$ cat src/rtl/led_pwm_pkg.sv
// Shared constants, channel-index width helper and fade direction type for led_pwm_fader.
// Optional fading is selected with the LED_PWM_FADE_EN macro.
package led_pwm_pkg;

    localparam int unsigned DEF_CH_NUM     = 3;
    localparam int unsigned DEF_PWM_W      = 16;
    localparam int unsigned DEF_FADE_DIV_W = 16;

    // Direction of a single fade step for one channel
    typedef enum logic [1:0] {
        FADE_HOLD = 2'd0,
        FADE_UP   = 2'd1,
        FADE_DOWN = 2'd2
    } fade_dir_e;

    // Width of a channel index; a single channel still needs one bit
    function automatic int unsigned ch_idx_w(input int unsigned n);
        int unsigned w;
        w = 1;
        if (n > 1) begin
            w = $clog2(n);
        end
        return w;
    endfunction

endpackage

$ cat src/rtl/led_pwm_chan.sv
// One LED channel: target and current duty, the wrap-synchronised active duty,
// the PWM comparator and (with LED_PWM_FADE_EN) the one-LSB fade step.
module led_pwm_chan
    import led_pwm_pkg::*;
#(
    parameter int unsigned PWM_W = DEF_PWM_W
) (
    input  logic             clk_i,
    input  logic             rst_ni,
    input  logic             enable_i,
    input  logic             wrap_i,
    input  logic             fade_step_i,
    input  logic             wr_en_i,
    input  logic [PWM_W-1:0] wr_duty_i,
    input  logic [PWM_W-1:0] cnt_i,
    output logic             led_o,
    output logic             pending_c_o
);

    logic [PWM_W-1:0] target_q, target_d;
    logic [PWM_W-1:0] cur_q,    cur_d;
    logic [PWM_W-1:0] act_q,    act_d;
    logic             led_q,    led_d;

`ifdef LED_PWM_FADE_EN
    fade_dir_e dir_c;

    // Fade direction is judged against the target before any same-cycle write
    always_comb begin
        dir_c = FADE_HOLD;
        if (cur_q < target_q) begin
            dir_c = FADE_UP;
        end else if (cur_q > target_q) begin
            dir_c = FADE_DOWN;
        end
    end
`else
    logic unused_fade_step;
    assign unused_fade_step = fade_step_i;
`endif

    // Next-state for target/current/active duty and the PWM compare
    always_comb begin
        target_d = target_q;
        cur_d    = cur_q;
        act_d    = act_q;
        led_d    = enable_i && (cnt_i < act_q);
`ifdef LED_PWM_FADE_EN
        if (fade_step_i) begin
            case (dir_c)
                FADE_UP:   cur_d = cur_q + PWM_W'(1);
                FADE_DOWN: cur_d = cur_q - PWM_W'(1);
                default:   cur_d = cur_q;
            endcase
        end
        if (wr_en_i) begin
            target_d = wr_duty_i;
        end
`else
        if (wr_en_i) begin
            target_d = wr_duty_i;
            cur_d    = wr_duty_i;
        end
`endif
        if (wrap_i) begin
            act_d = cur_d;
        end
    end

    // Channel state registers
    always_ff @(posedge clk_i or negedge rst_ni) begin
        if (!rst_ni) begin
            target_q <= '0;
            cur_q    <= '0;
            act_q    <= '0;
            led_q    <= 1'b0;
        end else begin
            target_q <= target_d;
            cur_q    <= cur_d;
            act_q    <= act_d;
            led_q    <= led_d;
        end
    end

    assign led_o       = led_q;
    assign pending_c_o = (cur_d != target_d);

endmodule

$ cat src/rtl/led_pwm_fader.sv
// Multi-channel LED PWM with glitch-free duty updates and optional fading.
// Define LED_PWM_FADE_EN to enable the fade prescaler and per-channel ramping;
// otherwise writes take effect at the next PWM wrap and fade_div is ignored.
module led_pwm_fader
    import led_pwm_pkg::*;
#(
    parameter int unsigned CH_NUM     = DEF_CH_NUM,
    parameter int unsigned PWM_W      = DEF_PWM_W,
    parameter int unsigned FADE_DIV_W = DEF_FADE_DIV_W
) (
    input  logic                        CLK,
    input  logic                        nRST,
    input  logic                        enable,
    input  logic [PWM_W-1:0]            period,
    input  logic [FADE_DIV_W-1:0]       fade_div,
    input  logic                        wr_valid,
    output logic                        wr_ready,
    input  logic [ch_idx_w(CH_NUM)-1:0] wr_ch,
    input  logic [PWM_W-1:0]            wr_duty,
    output logic [CH_NUM-1:0]           LEDs,
    output logic                        period_tick,
    output logic                        busy
);

    localparam int unsigned CH_W = ch_idx_w(CH_NUM);

    logic [PWM_W-1:0]  cnt_q, cnt_d;
    logic              wrap_c;
    logic              accept_c;
    logic              fade_step_c;
    logic              tick_q;
    logic              busy_q, busy_d;
    logic              rdy_pre_q;
    logic              rdy_q;
    logic [CH_NUM-1:0] wr_en_c;
    logic [CH_NUM-1:0] pending_c;
    logic [CH_NUM-1:0] led_c;

    // Shared PWM counter; wraps after reaching (or passing) period
    always_comb begin
        wrap_c = enable && (cnt_q >= period);
        cnt_d  = cnt_q + PWM_W'(1);
        if (!enable || wrap_c) begin
            cnt_d = '0;
        end
    end

`ifdef LED_PWM_FADE_EN
    logic [FADE_DIV_W-1:0] presc_q, presc_d;

    // Fade prescaler counts PWM wraps and fires a step every fade_div+1 of them
    always_comb begin
        presc_d     = presc_q;
        fade_step_c = 1'b0;
        if (wrap_c) begin
            if (presc_q >= fade_div) begin
                presc_d     = '0;
                fade_step_c = 1'b1;
            end else begin
                presc_d = presc_q + FADE_DIV_W'(1);
            end
        end
    end

    // Prescaler register
    always_ff @(posedge CLK or negedge nRST) begin
        if (!nRST) begin
            presc_q <= '0;
        end else begin
            presc_q <= presc_d;
        end
    end
`else
    logic unused_fade_div;
    assign unused_fade_div = ^fade_div;
    assign fade_step_c     = 1'b0;
`endif

    assign accept_c = wr_valid && rdy_q;

    // Decode an accepted write to a one-hot channel enable; out-of-range indices match nothing
    always_comb begin
        wr_en_c = '0;
        for (int unsigned i = 0; i < CH_NUM; i++) begin
            if (accept_c && (wr_ch == CH_W'(i))) begin
                wr_en_c[i] = 1'b1;
            end
        end
    end

    for (genvar g = 0; g < CH_NUM; g++) begin : g_chan
        led_pwm_chan #(
            .PWM_W (PWM_W)
        ) u_chan (
            .clk_i       (CLK),
            .rst_ni      (nRST),
            .enable_i    (enable),
            .wrap_i      (wrap_c),
            .fade_step_i (fade_step_c),
            .wr_en_i     (wr_en_c[g]),
            .wr_duty_i   (wr_duty),
            .cnt_i       (cnt_q),
            .led_o       (led_c[g]),
            .pending_c_o (pending_c[g])
        );
    end

    assign busy_d = |pending_c;

    // Counter, status outputs and the two-stage ready delay out of reset
    always_ff @(posedge CLK or negedge nRST) begin
        if (!nRST) begin
            cnt_q     <= '0;
            tick_q    <= 1'b0;
            busy_q    <= 1'b0;
            rdy_pre_q <= 1'b0;
            rdy_q     <= 1'b0;
        end else begin
            cnt_q     <= cnt_d;
            tick_q    <= wrap_c;
            busy_q    <= busy_d;
            rdy_pre_q <= 1'b1;
            rdy_q     <= rdy_pre_q;
        end
    end

    assign LEDs        = led_c;
    assign period_tick = tick_q;
    assign busy        = busy_q;
    assign wr_ready    = rdy_q;

endmodule
$ cat config.mk
export PLATFORM = sky130hd
export DESIGN_NAME = led_pwm_fader
export DESIGN_NICKNAME = d
export VERILOG_FILES = /design/src/rtl/led_pwm_pkg.sv /design/src/rtl/led_pwm_chan.sv /design/src/rtl/led_pwm_fader.sv
export SDC_FILE = /design/constraint.sdc
export NUM_CORES = 1
export LEC_CHECK = 0
export CAP_MARGIN = 0
export CORE_ASPECT_RATIO = 0.9
export CORE_MARGIN = 5
export CORE_UTILIZATION = 50
export DETAILED_ROUTE_END_ITERATION = 8
export PLACE_DENSITY = 0.7
export SLEW_MARGIN = 20
export SYNTH_ARGS = -nofsm -noshare
export SYNTH_HDL_FRONTEND = slang
export SYNTH_SLANG_ARGS = --single-unit
$ cat constraint.sdc
create_clock -name CLK -period 2.87 [get_ports CLK]
set_input_delay 0.287 -clock CLK [delete_from_list [all_inputs] [get_ports CLK]]
set_output_delay 0.287 -clock CLK [all_outputs]
set_load 0.02 [all_outputs]
# After elaboration in Yosys (flattened, before gate mapping)
# Index checks and enable logic that the tools add are counted.
# totals
romBits,0
mem_bits_rw,0
latch_bits,0
reg_bits,167
in_bits,54
n_memories,0
# classes
n_eq_ne,5
multipliers,0
n_addsub,1
div_mod_pow,0
muxes,10
reduce_logical,12
magnitude_cmp,4
n_bitwise,0
n_shift,0
# ops
op,count
$mux W16,7
$lt A16 B16 Y1,3
$ne A16 B16 Y1,3
$add A16 B1 Y16 const B,1
$ge A16 B16 Y1,1
$logic_and A1 B1 Y1,8
$mux W1,3
$reduce_or A3 Y1,1
$eq A2 B1 Y1 const B,1
$eq A2 B2 Y1 const B,1
$logic_not A2 Y1,1
$logic_not A1 Y1,1
$logic_or A1 B1 Y1,1

# Depth between registers and ports, before layout
# logic_depth
depth_word,6
ltp_mapped,11
ltp_nobuf,8

# Modules after synthesis
# A second synthesis with hierarchy kept.
# hier_totals
cells_unflattened,864
area_unflattened_um2,8209.1
# by_module_without_submodules
module,n_inst,area_each_um2,cells_per_inst
led_pwm_chan,3,2294.7,241
led_pwm_fader,1,1325.0,141

# Worst setup path after synthesis
# OpenSTA, ideal clock, no wires.
# synth_path
path_type,register -> register
from,register cnt_q[0]
to,register g_chan[0].u_chan.act_q[10]
n_path_buf,3
path_slack_ns,0.607
stages_incl_launch_ff,12
setup_ns,0.125
arrival_ns,2.138
path_cell_list,dfrtp_1 > inv_1 > ha_1 > nand2b_4 > a211oi_2 > o221a_1 > o21ai_1 > and2_1 > clkbuf_2 > buf_6 > buf_12 > mux2_4
# synth_between
elab_chain_cells,2
# synth_lines
element,line,text
from (decl),led_pwm_fader.sv:27,"logic [PWM_W-1:0] cnt_q, cnt_d;"
from (signal assigned),led_pwm_fader.sv:119,cnt_q <= cnt_d;
$ge A16 B16 Y1,led_pwm_fader.sv:41,wrap_c = enable && (cnt_q >= period);
$logic_and A1 B1 Y1,led_pwm_fader.sv:41,
via g_chan[0].u_chan.wrap_i,led_pwm_chan.sv:11,"input logic wrap_i,"
to (signal assigned),led_pwm_chan.sv:80,act_q <= act_d;
to (decl),led_pwm_chan.sv:22,"logic [PWM_W-1:0] act_q, act_d;"
# The timed path passes the listed nets, and every way through them passes these cells.
# A chain may end at the register's enable or synchronous reset.

# Worst setup path in the final report
# layout_path
from,register cnt_q[15]
to,register g_chan[2].u_chan.act_q[1]
# layout_between
elab_chain_cells,2
# layout_lines
element,line
$ge A16 B16 Y1,led_pwm_fader.sv:41
$logic_and A1 B1 Y1,led_pwm_fader.sv:41
to (signal assigned),led_pwm_chan.sv:80
to (decl),led_pwm_chan.sv:22
# No other way between the ends.

==> metrics.cfg <==
[global_routing]
grt_use_total=0.210
grt_max_degree=66
grt_first_pass_wirelength_mm=30.6
grt_pass1_vias=5737
grt-ovfl-total=0
antenna_found_initial=0

[yosys]
synth_edf_count=0
synth_cell_type_count=44
postSynthCellCount=820
yosysSeqAreaShare=0.510
avgSynthCellArea_um2=9.99
syn_nets=936
yosys_warnings=0
synthArstFlopShare=1.00
ys.flop_type=dfrtp_1
synthesis.area_mm2=0.00819
synth_seq_cells=167

[drt]
initialDrtViolationCount=438
drc=0
drt-total-wl_mm=18.9
wire_per_inst_um=17.2
antenna_left=0
via_per_inst=5.29
drt_pass1_iterations=5
vias=5817

[floorplanning]
die_w_um=145
core_mm2=0.0161
die_h_um=131
io_pins=60
initial_core_util=0.508
row_count=44
die-area_mm2=0.0190

[cells_and_area]
diodes=0
fin_nets=996
seq_area_mm2=0.00418
final_cell_mix=nand2_1, dfrtp_1, inv_1
multi_input_area_mm2=0.00360
drive_above_1_share=0.122
synthToLayoutAreaGrowth_pct=16.6
nFillCells=1385
layout_commonest_cell=nand2_1

[pwr]
power_mw=5.86
combPwrFrac=0.139
pwr-share-seq=0.480
p_leak_nw=4.91
p_sw_mw=1.65
sw_frac_of_total=0.283
p_int_mw=4.20
clkPwrFrac=0.380
vdd_drop_max_mv=0.680
power_density_mw_per_mm2=613

[setup_path]
critPathArrivalTime_ps=2690
worstPathRequired_ps=3190
cp-start-kind=flop
cp-end-kind=flop
crit_fanout=19
worstSetupPathType=reg -> reg

[placed_design]
gp_congestion=0.883
portBuffers=43
dp.final_hpwl_mm=13.7

[sta]
rsz0062_at_grt=false
setup_viol=0
report.final.slew_viol_count=0
max-slew-margin-rel=0.599
skew_ps=11.5
fmaxAchievable_ghz=0.423
tns_ps=0
period_share=0.824
tightest_slew_ps=602
min_period_ps=2370
hold_viol_final=0

[clock_network]
clockBufferDepth=2
clk_pin_slew_ps=70
cts_num_sinks=167
cts_root_buf=clkbuf_16
cts_buffers=17
post_cts_buffers=0
htreeDepth=4
cts_tree=done
insertion_delay_ps=440

[run_status]
outcome=finished, final reports clean

[job]
cap_violations=0

[hold_path]
hold_path.class=reg -> reg

[metal layers]
metal	track usage	share of wire	vias up
li1	-	-	2806
met1	0.310	0.48	2863
met2	0.313	0.46	120
met3	0.0454	0.046	28
met4	0.0596	0.016	0
met5	0	0	-
[synth_stat cells, types with 3 or more instances]
cell,number,share of area
nand2_1,243,0.11
dfrtp_1,167,0.51
inv_1,73,0.033
ha_1,62,0.095
mux2_2,39,0.054
xor2_1,34,0.036
nor2_1,30,0.014
xnor2_1,22,0.024
a21oi_1,20,0.012
o21ai_0,18,0.011
nand4_1,17,0.013
clkbuf_1,15,0.0069
mux2_4,9,0.017
nor4_1,9,0.0069
nand3_1,7,0.0043
a2111oi_0,6,0.0064
a21o_1,4,0.0037
a211oi_1,3,0.0028
and2_1,3,0.0023
buf_2,3,0.0018
buf_4,3,0.0028
o2111ai_1,3,0.0032
o22ai_1,3,0.0023
[registers in the layout (all words and copies together), names as in the netlist]
register and cells:
busy 1, cnt_q 16, g_chan.u_chan.act_q 48, g_chan.u_chan.cur_q 48
g_chan.u_chan.led_o 3, g_chan.u_chan.target_q 48, period_tick 1, rdy_pre_q 1
wr_ready 1
[power groups by stage]
stage                     Clock [mW]  Combinational [mW]  Sequential [mW]
after floorplan                    0               0.530             2.82
after global placement             0               0.799             2.84
after detailed placement           0               0.812             2.85
after CTS                       2.26               0.826             2.81
after global routing            2.36               0.930             2.85
final                           2.23               0.817             2.81
[area by class of cell]
class                           count  area share
Multi-Input combinational cell    554       0.377
Clock inverter                     15      0.0148
Tap cell                          207      0.0271
Inverter                           73      0.0287
Sequential cell                   167       0.438
Clock buffer                       17      0.0446
Timing Repair Buffer               67      0.0696
[worst max-delay path, cell delays in order (launching register included)]
cell and delay, ps:
dfrtp_1 500, ha_1 350, nand2_1 60, nor2_1 180, o211ai_1 120, o21ai_1 150, and2_2 320, buf_12 210
mux2_2 350
[logic make-up (layout without fill, tap and decap cells)]
group / after synthesis / count (layout) / share of synthesized area
buffers and inverters: 99 / 172 / 0.0503
AO/OA/AOI/OAI: 69 / 69 / 0.0547
multiplexers: 48 / 48 / 0.0701
adder cells (fa/ha/maj): 62 / 62 / 0.0947
AND/OR/NAND/NOR: 318 / 318 / 0.159
XOR/XNOR: 56 / 56 / 0.0599
other: 1 / 1 / 0.000458
flip-flops: 167 / 167 / 0.510
[through the flow]
stage | cell area (µm²) | hold WS, ps | setup slack (ps) | instances | util
2_1_floorplan | 8190 | -8.59 | 607 | 820 | -
3_3_place_gp | 8970 | 323 | 261 | 1067 | 0.556
3_5_place_dp | 8970 | 323 | 241 | 1067 | 0.556
4_1_cts | 9550 | 355 | 479 | 1100 | 0.592
5_1_grt | 9550 | 358 | 377 | 1100 | 0.592
6_report | 9550 | 352 | 505 | 1100 | 0.592
[what timing repair did]
item,CTS,global route
resized for setup,0,0
endpoints found under the hold margin,62,0
hold buffers,1,0
endpoints found under the setup margin,0,0
[final timing paths]
kind                                     start                                      end  slack, ps  depth (start not counted)
max reg2reg                cnt_q[15]$_DFF_PN0_    g_chan[2].u_chan.act_q[1]$_DFFE_PN0P_        500                          8
max in group asynchronous                 nRST   g_chan[1].u_chan.act_q[13]$_DFFE_PN0P_       1650                          3
min in group asynchronous                 nRST  g_chan[2].u_chan.target_q[11]$_DFF_PN0_        400                          2
min reg2reg                rdy_pre_q$_DFF_PN0_                       wr_ready$_DFF_PN0_        350                          0
max                        cnt_q[15]$_DFF_PN0_    g_chan[2].u_chan.act_q[1]$_DFFE_PN0P_        500                          8
min                        rdy_pre_q$_DFF_PN0_                       wr_ready$_DFF_PN0_        350                          0
Power figures use the tool's default switching activity.
